[src/rtl/mux_sel_pipe.sv]
// mux_sel_pipe: registered N-way select mux with valid/ready on both sides.
//
// Picks one WIDTH-bit way out of WAYS packed ways for each accepted request
// and holds it in an output register until downstream takes it. A select that
// does not name an existing way returns zero data with out_err set; such a
// transfer still completes through the normal handshake.
//
// Ports:
//   clk        rising-edge clock
//   rst_n      synchronous active-low reset
//   in_data    packed way payloads, way k at [k*WIDTH +: WIDTH]
//   in_sel     way index of the current request
//   in_valid   request valid
//   in_ready   block can accept a request this cycle
//   out_data   selected payload
//   out_sel    in_sel captured with out_data
//   out_err    captured in_sel was >= WAYS
//   out_valid  output register holds a result
//   out_ready  downstream accepts the result
//   xfer_count completed output transfers, wraps silently
//
// Build option MUX_SEL_PIPE_SKID_EN: adds a one-entry skid register behind the
// output register so in_ready comes from a flop instead of from out_ready.
module mux_sel_pipe #(
    parameter int WIDTH = 3,
    parameter int WAYS  = 8,
    parameter int SEL_W = 3,
    parameter int CNT_W = 16
) (
    input  logic                  clk,
    input  logic                  rst_n,
    input  logic [WAYS*WIDTH-1:0] in_data,
    input  logic [SEL_W-1:0]      in_sel,
    input  logic                  in_valid,
    output logic                  in_ready,
    output logic [WIDTH-1:0]      out_data,
    output logic [SEL_W-1:0]      out_sel,
    output logic                  out_err,
    output logic                  out_valid,
    input  logic                  out_ready,
    output logic [CNT_W-1:0]      xfer_count
);

    // Returns {err, data}. Default is the error result; only a select that
    // matches an existing way clears it, so no out-of-range part-select is
    // ever formed when WAYS is not a power of two.
    function automatic logic [WIDTH:0] way_pick(
        input logic [WAYS*WIDTH-1:0] data,
        input logic [SEL_W-1:0]      sel
    );
        logic [WIDTH:0] res;
        res = {1'b1, {WIDTH{1'b0}}};
        for (int k = 0; k < WAYS; k++) begin
            if (sel == SEL_W'(k)) begin
                res = {1'b0, data[k*WIDTH +: WIDTH]};
            end
        end
        return res;
    endfunction

    logic [WIDTH:0]     pick;
    logic [WIDTH-1:0]   new_data;
    logic               new_err;
    logic               accept;
    logic               ret;

    logic [WIDTH-1:0]   out_data_q, out_data_d;
    logic [SEL_W-1:0]   out_sel_q,  out_sel_d;
    logic               out_err_q,  out_err_d;
    logic               out_valid_q, out_valid_d;
    logic [CNT_W-1:0]   xfer_q, xfer_d;

    assign pick     = way_pick(in_data, in_sel);
    assign new_data = pick[WIDTH-1:0];
    assign new_err  = pick[WIDTH];
    assign accept   = in_valid && in_ready;
    assign ret      = out_valid_q && out_ready;

    assign xfer_d   = ret ? xfer_q + CNT_W'(1) : xfer_q;

`ifdef MUX_SEL_PIPE_SKID_EN
    logic [WIDTH-1:0]   skid_data_q, skid_data_d;
    logic [SEL_W-1:0]   skid_sel_q,  skid_sel_d;
    logic               skid_err_q,  skid_err_d;
    logic               skid_valid_q, skid_valid_d;
    logic               out_free;

    // Ready depends only on skid occupancy, breaking the out_ready->in_ready path.
    assign in_ready = !skid_valid_q;
    assign out_free = !out_valid_q || out_ready;

    always_comb begin
        out_data_d   = out_data_q;
        out_sel_d    = out_sel_q;
        out_err_d    = out_err_q;
        out_valid_d  = out_valid_q;
        skid_data_d  = skid_data_q;
        skid_sel_d   = skid_sel_q;
        skid_err_d   = skid_err_q;
        skid_valid_d = skid_valid_q;
        if (out_free) begin
            // Older skid entry always goes first to keep FIFO order; accept
            // cannot coincide with a full skid.
            if (skid_valid_q) begin
                out_data_d   = skid_data_q;
                out_sel_d    = skid_sel_q;
                out_err_d    = skid_err_q;
                out_valid_d  = 1'b1;
                skid_valid_d = 1'b0;
            end else if (accept) begin
                out_data_d   = new_data;
                out_sel_d    = in_sel;
                out_err_d    = new_err;
                out_valid_d  = 1'b1;
            end else begin
                out_valid_d  = 1'b0;
            end
        end else if (accept) begin
            skid_data_d  = new_data;
            skid_sel_d   = in_sel;
            skid_err_d   = new_err;
            skid_valid_d = 1'b1;
        end
    end

    always_ff @(posedge clk) begin
        if (!rst_n) begin
            skid_valid_q <= 1'b0;
        end else begin
            skid_valid_q <= skid_valid_d;
        end
        skid_data_q <= skid_data_d;
        skid_sel_q  <= skid_sel_d;
        skid_err_q  <= skid_err_d;
    end
`else
    // A result leaving this edge frees the register for a new one.
    assign in_ready = !out_valid_q || out_ready;

    always_comb begin
        out_data_d  = out_data_q;
        out_sel_d   = out_sel_q;
        out_err_d   = out_err_q;
        out_valid_d = out_valid_q;
        if (accept) begin
            out_data_d  = new_data;
            out_sel_d   = in_sel;
            out_err_d   = new_err;
            out_valid_d = 1'b1;
        end else if (ret) begin
            out_valid_d = 1'b0;
        end
    end
`endif

    always_ff @(posedge clk) begin
        if (!rst_n) begin
            out_data_q  <= '0;
            out_sel_q   <= '0;
            out_err_q   <= 1'b0;
            out_valid_q <= 1'b0;
            xfer_q      <= '0;
        end else begin
            out_data_q  <= out_data_d;
            out_sel_q   <= out_sel_d;
            out_err_q   <= out_err_d;
            out_valid_q <= out_valid_d;
            xfer_q      <= xfer_d;
        end
    end

    assign out_data   = out_data_q;
    assign out_sel    = out_sel_q;
    assign out_err    = out_err_q;
    assign out_valid  = out_valid_q;
    assign xfer_count = xfer_q;

endmodule
[config.mk]
export PLATFORM = sky130hd
export DESIGN_NAME = mux_sel_pipe
export DESIGN_NICKNAME = d
export VERILOG_FILES = /design/src/rtl/mux_sel_pipe.sv
export SDC_FILE = /design/constraint.sdc
export NUM_CORES = 1
export LEC_CHECK = 0
export ABC_AREA = 0
export BUFFER_PORTS_ARGS = -buffer_cell sky130_fd_sc_hd__buf_4
export CORE_UTILIZATION = 36
export DETAILED_ROUTE_END_ITERATION = 8
export SLEW_MARGIN = 30
export SYNTH_ARGS = -nofsm -noshare
export SYNTH_HDL_FRONTEND = slang
export SYNTH_SLANG_ARGS = --single-unit
[constraint.sdc]
create_clock -name clk -period 2.8 [get_ports clk]
set_input_delay 0.56 -clock clk [delete_from_list [all_inputs] [get_ports clk]]
set_output_delay 0.56 -clock clk [all_outputs]
set_load 0.01 [all_outputs]
==> flow_metrics.env, run 1 <==
export IMPL_outcome="completed"
export IMPL_std_cell_rows=21
export IMPL_fmax_mhz=590
export IMPL_worst_ep_required_time_ps=2240
export IMPL_cap_violations=0
export IMPL_crit_fanout=8
export IMPL_ant_nets=0
export IMPL_final_cell_mix="55 x buf_4, 24 x dfxtp_1, 22 x nand2_1"
export IMPL_path_class="register to primary output"
export IMPL_synthesis_nets=174
export IMPL_ys_types=33
export IMPL_grt_ovfl_total=0
export IMPL_vdd_drop_max_uv=132
export IMPL_grt_pass1_vias=1105
export IMPL_tns_ps=0
export IMPL_drc=0
export IMPL_crit_path_end_kind="primary output"
export IMPL_clk_insertion_delay_late_ps=310
export IMPL_path_buf_inv=1
export IMPL_hold_path_class="register to register"
export IMPL_worst_slew_pin_slew_ps=339
export IMPL_fin_cells=239
export IMPL_gp_congestion=0.796
export IMPL_critPathTopFamily="flip-flops"
export IMPL_firstDrtPassIters=2
export IMPL_wl_um=2820
export IMPL_drive_gt1_share_pct=33.7
export IMPL_grt_pass1_wl_um=4580
export IMPL_ys_ff_latch=24
export IMPL_cp_slowest_cell="dfxtp_1"
export IMPL_ys_warn_count=0
export IMPL_wire_per_inst_um=11.8
export IMPL_clk_pin_slew_ps=130
export IMPL_power_mw=0.646
export IMPL_internal_power_mw=0.492
export IMPL_crit_chain="nand2b_1 > buf_4"
export IMPL_worst_path_stages=2
export IMPL_power_density_nw_per_um2=367
export IMPL_fin_worst_skew_ps=1.72
export IMPL_via_per_inst=4.90
export IMPL_cts_made_buffers=3
export IMPL_synth_edf_count=0
export IMPL_nets=226
export IMPL_antenna_found_initial=0
export IMPL_netlist_instances=142
export IMPL_htreeDepth=1
export IMPL_syn_area_per_cell_um2=9.12
export IMPL_leakagePower_nw=0.819
export IMPL_hold_viol=0
export IMPL_fp_dieW_um=62.0
export IMPL_netlist_area_um2=1290
export IMPL_drt_iter0_drc=56
export IMPL_core_um2=3390
export IMPL_grt_max_degree=30
export IMPL_setup_viol=0
export IMPL_pwr_share_seq_pct=55.1
export IMPL_clock_sinks=24
export IMPL_antenna_cells=0
export IMPL_placed_cells=235
export IMPL_cts_resized=0
export IMPL_timing_final_crit_share_pct=60.6
export IMPL_worstPathArrival_ps=1140
export IMPL_cp_startpoint="out_valid"
export IMPL_start_util_pct=38.2
export IMPL_io_pins=56
export IMPL_slew_headroom_pct=77.2
export IMPL_pwr_share_clk_pct=28.5
export IMPL_p_sw_share_pct=23.9
export IMPL_ys_seq_area_share_pct=37.1
export IMPL_cts_tree="yes"
export IMPL_dpl_hpwl_um=2200
export IMPL_clk_path_buf_depth=2
export IMPL_power_switching_mw=0.155
export IMPL_rr_startpoint="xfer_count[3]"
export IMPL_rsz0062_at_grt="false"
export IMPL_grt_total_usage_pct=16.0
export IMPL_reg2regPathDepth=4
export IMPL_area_growth_pct=36.0
export IMPL_rr_endpoint="xfer_count[10]"
export IMPL_fin_util_pct=52.0
export IMPL_portBuffers=55
export IMPL_cts_setup_buffers=0
export IMPL_dieArea_um2=3840
export IMPL_die_y_um=62.0
export IMPL_synth_main_ff_cell="dfxtp_1"
export IMPL_pwr_share_comb_pct=16.4
export IMPL_final_common_cell="buf_4"
export IMPL_reg2reg_slack_ps=1270
export IMPL_holdWs_ps=470
export IMPL_fin_crit_ps=1700
export IMPL_synthArstFlopShare_pct=0
export IMPL_hold_buffers=0
export IMPL_root_buffer="clkbuf_4"
export IMPL_start_kind="register"
export IMPL_hold_path_depth=2
export IMPL_maxSlewViolCount=0
export IMPL_slowest_delay_ps=500
export IMPL_vias=1172
export IMPL_crit_end="in_ready"
==> metrics by stage <==
step                      setup slack (ps)  cell area, µm²
after floorplan                        998            1290
after global placement                1040            1730
after detailed placement              1010            1730
after CTS                             1070            1760
after global routing                   991            1760
final                                 1100            1760
==> cell type report <==
| cell class | count | area, µm² |
|---|---|---|
| multi-input cells | 107 | 763 |
| flip-flops and latches | 24 | 480 |
| well taps | 46 | 57.6 |
| inverters | 3 | 11.3 |
| clock buffers | 4 | 36.3 |
| repair buffers | 55 | 413 |
| fillers | 333 | 1630 |
==> how the worst min path moves through the flow <==
stage | startpoint | endpoint | slack (ps)
finish | out_data[0] | out_data[0] | 470
global route | in_valid | out_valid | 480
CTS | out_data[0] | out_data[0] | 470
detailed placement | out_data[0] | out_data[0] | 460
global placement | out_sel[1] | out_sel[1] | 450
floorplan | out_data[0] | out_data[0] | 480
==> power groups by stage <==
stage          clock (mW)  sequential [mW]  combinational (mW)
6_report            0.184            0.356               0.106
5_1_grt             0.206            0.358               0.117
4_1_cts             0.193            0.357               0.108
3_5_place_dp            0            0.364               0.107
3_3_place_gp            0            0.363               0.104
2_1_floorplan           0            0.367              0.0511
==> registers in the layout (all words and copies together), names as in the netlist <==
name,cells
out_sel,3
out_err,1
out_valid,1
xfer_count,16
out_data,3
==> worst reg2reg max path: cells and delay by family, from the launching register on <==
kind	cells	cell delay [ps]
XOR/XNOR	1	110
AND/OR/NAND/NOR	3	860
flip-flops	1	460
==> synth_stat cells, types with 2 or more instances <==
master    count  area, µm²
nand2b_1      6       37.5
nand3b_1      3       22.5
a21boi_0      7       52.6
and4_1        2       17.5
nor3_1        4       20.0
nand3_1       5       25.0
xor2_1        3       26.3
and3_1        3       18.8
nor2_1        2       7.51
o21ai_0       3       15.0
nand2_1      22       82.6
mux4_2        3       67.6
dfxtp_1      24        480
nand4_1       4       25.0
inv_1         3       11.3
clkbuf_1      5       18.8
mux2i_1      12        120
xnor2_1       6       52.6
o211ai_1      2       15.0
and2_1       10       62.6
==> routing by layer <==
metal | track usage (%) | share of wire, %
met1 | 17.4 | 42
met2 | 29.2 | 50
met3 | 3.93 | 6.4
met4 | 6.67 | 0.96
met5 | 0 | 0
==> cells by family after synthesis <==
kind of cell,after synthesis,share of synthesized area [%]
xor gates and xnor gates,9,6.09
adders and majority gates,1,0.966
buffers and inverters,11,3.96
AOI/OAI and AO/OA,15,8.02
muxes,16,15.4
and+or+nand+nor,66,28.5
DFF,24,37.1
No activity file was read; power rests on OpenSTA's default activity.
==> run 2: changes to the inputs <==
--- a/config.mk
+++ b/config.mk
@@ -9,6 +9,7 @@
 export BUFFER_PORTS_ARGS = -buffer_cell sky130_fd_sc_hd__buf_4
 export CORE_UTILIZATION = 36
 export DETAILED_ROUTE_END_ITERATION = 8
+export PLACE_DENSITY = 0.66
 export SLEW_MARGIN = 30
 export SYNTH_ARGS = -nofsm -noshare
 export SYNTH_HDL_FRONTEND = slang
==> constraint.sdc (replaced) <==
create_clock -name clk -period 1.45 [get_ports clk]
set_input_delay 0.29 -clock clk [delete_from_list [all_inputs] [get_ports clk]]
set_output_delay 0.29 -clock clk [all_outputs]
set_load 0.01 [all_outputs]
==> run 2 against run 1 <==
  * Sequential share of layout area decreased by 1.5 points
  * Design area is 8.5% higher
  * Cell count up 6.3%
  * Sequential power increased by 92%
  * Total power rose by 95%
  * Clock power rose by 94%
  * Sequential cell count unchanged
  * Critical path depth increased by 2
  * Non-clock buffer count rose by 15
  * Highest routed layer unchanged
==> flow_metrics.env, run 2 (synthesized netlist as in run 1, its figures left out) <==
export IMPL_cap_violations=0
export IMPL_outcome="completed"
export IMPL_drive_gt1_share_pct=42.8
export IMPL_vias=1237
export IMPL_pwr_share_seq_pct=54.2
export IMPL_num_fill_cells=309
export IMPL_fin_crit_ps=1410
export IMPL_power_mw=1.26
export IMPL_pwr_share_comb_pct=17.6
export IMPL_drc=0
export IMPL_crit_fanout=4
export IMPL_clk_path_buf_depth=2
export IMPL_core_um2=3390
export IMPL_grt_pass1_wl_um=4350
export IMPL_fin_util_pct=56.4
export IMPL_ant_nets=0
export IMPL_fmax_mhz=711
export IMPL_slew_headroom_pct=75.8
export IMPL_hold_viol=0
export IMPL_dpl_hpwl_um=2300
export IMPL_p_sw_share_pct=24.0
export IMPL_grt_ovfl_total=0
export IMPL_worstPathArrival_ps=1620
export IMPL_htreeDepth=1
export IMPL_largest_reg_flops=16
export IMPL_rsz0062_at_grt="true"
export IMPL_die_y_um=62.0
export IMPL_portBuffers=55
export IMPL_tns_ps=0
export IMPL_final_common_cell="buf_4"
export IMPL_internal_power_mw=0.960
export IMPL_nets=241
export IMPL_stdcell_area_um2=1910
export IMPL_firstDrtPassIters=2
export IMPL_cts_made_buffers=3
export IMPL_worst_slew_pin_slew_ps=361
export IMPL_antenna_found_initial=0
export IMPL_io_pins=56
export IMPL_dpl_cell_area_um2=1820
export IMPL_timing_final_crit_share_pct=96.9
export IMPL_setup_viol=0
export IMPL_dieArea_um2=3840
export IMPL_maxSlewViolCount=0
export IMPL_antenna_cells=0
export IMPL_start_kind="register"
export IMPL_wl_um=2950
export IMPL_clk_pin_slew_ps=140
export IMPL_leakagePower_nw=0.893
export IMPL_pwr_share_clk_pct=28.2
export IMPL_area_growth_pct=47.5
export IMPL_clock_sinks=24
export IMPL_gp_congestion=0.837
export IMPL_clk_insertion_delay_late_ps=320
export IMPL_power_switching_mw=0.303
export IMPL_power_density_nw_per_um2=661
export IMPL_place_worst_setup_slack_ps=-39.7
export IMPL_root_buffer="clkbuf_4"
export IMPL_grt_total_usage_pct=15.2
export IMPL_fp_dieW_um=62.0
export IMPL_grt_max_degree=30
export IMPL_crit_path_end_kind="register"
export IMPL_vdd_drop_max_uv=276
export IMPL_path_class="register to register"
export IMPL_start_util_pct=38.2
export IMPL_fin_worst_skew_ps=9.01
export IMPL_worst_ep_required_time_ps=1670
export IMPL_final_cell_mix="70 x buf_4, 22 x nand2_1, 18 x dfxtp_1"
export IMPL_wire_per_inst_um=11.6
export IMPL_std_cell_rows=21
export IMPL_via_per_inst=4.87
export IMPL_setup_ws_ps=44.4
export IMPL_grt_pass1_vias=1093
export IMPL_drt_iter0_drc=28
export IMPL_cts_tree="yes"
export IMPL_hold_path_class="input port to register"
run 2: changes by cell type in the layout (fill, tap and decap cells not counted):
cell	previous run	this run
dfxtp_2	0	4
dfxtp_1	24	18
dfxtp_4	0	2
nor3_1	4	3
buf_4	55	70
nor4_2	0	1
nor4_1	1	0
nor3_2	0	1
ha_1	1	0
ha_4	0	1
run 2: area by class of cell:
| class | count | area [µm²] | share of cell area (%) |
|---|---|---|---|
| multi-input cells | 107 | 787 | 41.2 |
| repair buffers | 70 | 526 | 27.5 |
| flip-flops and latches | 24 | 493 | 25.8 |
| well taps | 46 | 57.6 | 3.01 |
| clock buffers | 4 | 36.3 | 1.90 |
| inverters | 3 | 11.3 | 0.589 |
run 2: power by group through the flow:
| stage | clock network, mW | registers, mW | logic [mW] |
|---|---|---|---|
| floorplan | 0 | 0.709 | 0.0990 |
| global placement | 0 | 0.699 | 0.215 |
| detailed placement | 0 | 0.700 | 0.222 |
| CTS | 0.367 | 0.686 | 0.222 |
| global route | 0.402 | 0.687 | 0.246 |
| finish | 0.357 | 0.685 | 0.222 |
run 2: timing repair:
action / 4_1_cts / 5_1_grt
pin swaps: 0 / 6
setup buffers: 0 / 3
endpoints found under the setup margin: 1 / 7
hold buffers: 0 / 0
gates resized for setup: 1 / 11
run 2: worst max-delay path: stages, from the launching register on:
cell and delay, ps:
dfxtp_2 350, nand4_1 200, nor4_4 460, nand3_1 150, mux2i_1 140
run 2: final timing paths:
path / start / end / slack, ps / depth (start not counted)
setup / recovery: xfer_count[6] / xfer_count[15] / 40 / 4
hold / removal: in_valid / out_valid / 210 / 3
setup reg to reg: xfer_count[6] / xfer_count[15] / 40 / 4
hold reg to reg: out_sel[2] / out_sel[2] / 480 / 2
run 2: layer usage:
layer	part of all wire, %	wire length (µm)	track usage, %
met5	0	0	0
met2	51	1490	27.2
met1	42	1230	17.2
met3	6.0	176	3.52
met4	1.6	47	6.35
run 2: stage by stage:
stage,hold WS (ps),std cells
floorplan,429,142
global placement,451,247
detailed placement,459,247
CTS,213,251
global route,199,254
finish,207,254
==> run 3: changes to the inputs <==
--- a/config.mk
+++ b/config.mk
@@ -7,9 +7,11 @@
 export LEC_CHECK = 0
 export ABC_AREA = 0
 export BUFFER_PORTS_ARGS = -buffer_cell sky130_fd_sc_hd__buf_4
-export CORE_UTILIZATION = 36
+export CELL_PAD_IN_SITES_DETAIL_PLACEMENT = 0
+export CELL_PAD_IN_SITES_GLOBAL_PLACEMENT = 2
+export CORE_UTILIZATION = 24
 export DETAILED_ROUTE_END_ITERATION = 8
-export PLACE_DENSITY = 0.66
+export PLACE_DENSITY_LB_ADDON = 0.1
 export SLEW_MARGIN = 30
 export SYNTH_ARGS = -nofsm -noshare
 export SYNTH_HDL_FRONTEND = slang
==> run 3 against run 2 <==
  * Sequential power barely moved
  * Critical endpoint is now xfer_count[10]
  * Sequential share of layout area down 0.69 points
  * Fmax up 0.29%
  * First-iteration DRC count increased by 61%
  * Largest cell class unchanged
  * Wire length grew 7.9%
  * Largest power group unchanged
  * Sequential cell count stayed put
  * Global-route usage fell by 3.5 points
  * Hold slack improved by 82 ps
==> flow_metrics.env, run 3 (synthesized netlist as in run 1, its figures left out) <==
export IMPL_outcome="completed"
export IMPL_crit_path_end_kind="register"
export IMPL_hold_path_class="input port to register"
export IMPL_internal_power_mw=1.05
export IMPL_antenna_cells=0
export IMPL_std_cell_rows=26
export IMPL_worst_slew_pin_slew_ps=349
export IMPL_fin_crit_ps=1400
export IMPL_setup_ws_ps=48.4
export IMPL_fin_worst_skew_ps=4.00
export IMPL_worst_ep_required_time_ps=1620
export IMPL_clk_path_buf_depth=2
export IMPL_wire_per_inst_um=11.5
export IMPL_fp_dieW_um=75.5
export IMPL_power_switching_mw=0.316
export IMPL_hold_viol=0
export IMPL_crit_chain="ha_1 > nand4_1 > nor4_1 > xor2_1 > and2_1"
export IMPL_nets=240
export IMPL_cp_slowest_cell="dfxtp_1"
export IMPL_wl_um=3180
export IMPL_clock_sinks=24
export IMPL_start_util_pct=25.2
export IMPL_clk_pin_slew_ps=90
export IMPL_fmax_mhz=713
export IMPL_area_growth_pct=48.5
export IMPL_vias=1214
export IMPL_drive_gt1_share_pct=39.6
export IMPL_final_common_cell="buf_4"
export IMPL_rsz0062_at_grt="true"
export IMPL_grt_pass1_wl_um=4850
export IMPL_gp_congestion=0.719
export IMPL_worstPathArrival_ps=1570
export IMPL_largest_reg_flops=16
export IMPL_grt_ovfl_total=0
export IMPL_power_density_nw_per_um2=709
export IMPL_crit_fanout=3
export IMPL_dpl_cell_area_um2=1860
export IMPL_cts_made_buffers=3
export IMPL_path_class="register to register"
export IMPL_drc=0
export IMPL_slowest_delay_ps=370
export IMPL_final_cell_mix="69 x buf_4, 22 x nand2_1, 22 x dfxtp_1"
export IMPL_dieArea_um2=5690
export IMPL_htreeDepth=1
export IMPL_via_per_inst=4.38
export IMPL_portBuffers=55
export IMPL_slew_headroom_pct=76.6
export IMPL_die_y_um=75.5
export IMPL_maxSlewViolCount=0
export IMPL_grt_pass1_vias=1106
export IMPL_num_fill_cells=570
export IMPL_root_buffer="clkbuf_8"
export IMPL_pwr_share_seq_pct=50.2
export IMPL_dpl_hpwl_um=2550
export IMPL_core_um2=5140
export IMPL_vdd_drop_max_uv=381
export IMPL_firstDrtPassIters=4
export IMPL_clk_insertion_delay_late_ps=260
export IMPL_timing_final_crit_share_pct=96.7
export IMPL_rr_startpoint="xfer_count[1]"
export IMPL_fin_util_pct=37.4
export IMPL_leakagePower_nw=0.898
export IMPL_pwr_share_clk_pct=33.5
export IMPL_grt_max_degree=30
export IMPL_setup_viol=0
export IMPL_drt_iter0_drc=45
export IMPL_ant_nets=0
export IMPL_grt_total_usage_pct=11.7
export IMPL_hp_start="in_valid"
export IMPL_cts_tree="yes"
export IMPL_pwr_share_comb_pct=16.2
export IMPL_start_kind="register"
export IMPL_cap_violations=0
export IMPL_cp_startpoint="xfer_count[1]"
export IMPL_stdcell_area_um2=1920
export IMPL_p_sw_share_pct=23.2
export IMPL_antenna_found_initial=0
export IMPL_io_pins=56
export IMPL_place_worst_setup_slack_ps=-36.4
run 3: cell types whose count changed in the layout (fill, tap and decap cells not counted), moves of 2 or more:
cell / change
clkbuf_4: -3
clkbuf_8: +3
dfxtp_1: +4
dfxtp_2: -2
dfxtp_4: -2
run 3: final timing paths:
kind | depth (start not counted) | slack [ps] | endpoint
setup / recovery | 5 | 50 | xfer_count[10]
hold / removal | 3 | 290 | out_valid
setup reg to reg | 5 | 50 | xfer_count[10]
hold reg to reg | 2 | 470 | out_sel[0]
run 3: area by class of cell:
type / instances / area [µm²] / area share (%)
repair buffers: 69 / 518 / 26.9
well taps: 70 / 87.6 / 4.55
inverters: 3 / 11.3 / 0.586
flip-flops and latches: 24 / 483 / 25.1
clock buffers: 4 / 55.1 / 2.86
multi-input cells: 107 / 768 / 39.9
run 3: power by group through the flow:
| stage | logic, mW | registers [mW] | clock network, mW |
|---|---|---|---|
| after floorplan | 0.0990 | 0.709 | 0 |
| after global placement | 0.222 | 0.700 | 0 |
| after detailed placement | 0.226 | 0.701 | 0 |
| after CTS | 0.226 | 0.685 | 0.480 |
| after global routing | 0.243 | 0.686 | 0.497 |
| final | 0.221 | 0.685 | 0.457 |
run 3: routing by layer:
layer  vias to the layer above  track usage (%)  routed length (µm)
li1                        626                -                   -
met1                       548             13.2                1320
met3                         4             2.91                 180
met5                         -                0                   0
met4                         0             4.53                  51
met2                        36             21.2                1630
run 3: metrics by stage:
step | hold slack, ps | TNS [ps] | instances | total power, mW
2_1_floorplan | 429 | 0 | 142 | 0.808
3_5_place_dp | 465 | -36.4 | 273 | 0.926
3_3_place_gp | 453 | 0 | 273 | 0.922
6_report | 288 | 0 | 277 | 1.36
5_1_grt | 296 | -224 | 277 | 1.43
4_1_cts | 283 | 0 | 277 | 1.39
run 3: timing repair:
item | in CTS | in global routing
endpoints found under the setup margin | 0 | 6
hold buffers | 0 | 0
resized for setup | 0 | 3
setup buffers | 0 | 0
run 3: worst max-delay path: cells and delay by family, from the launching register on:
family	cells	cell delay [ps]
XOR/XNOR	1	100
flip-flops	1	370
AND/OR/NAND/NOR	3	630
adder cells (fa/ha/maj)	1	200
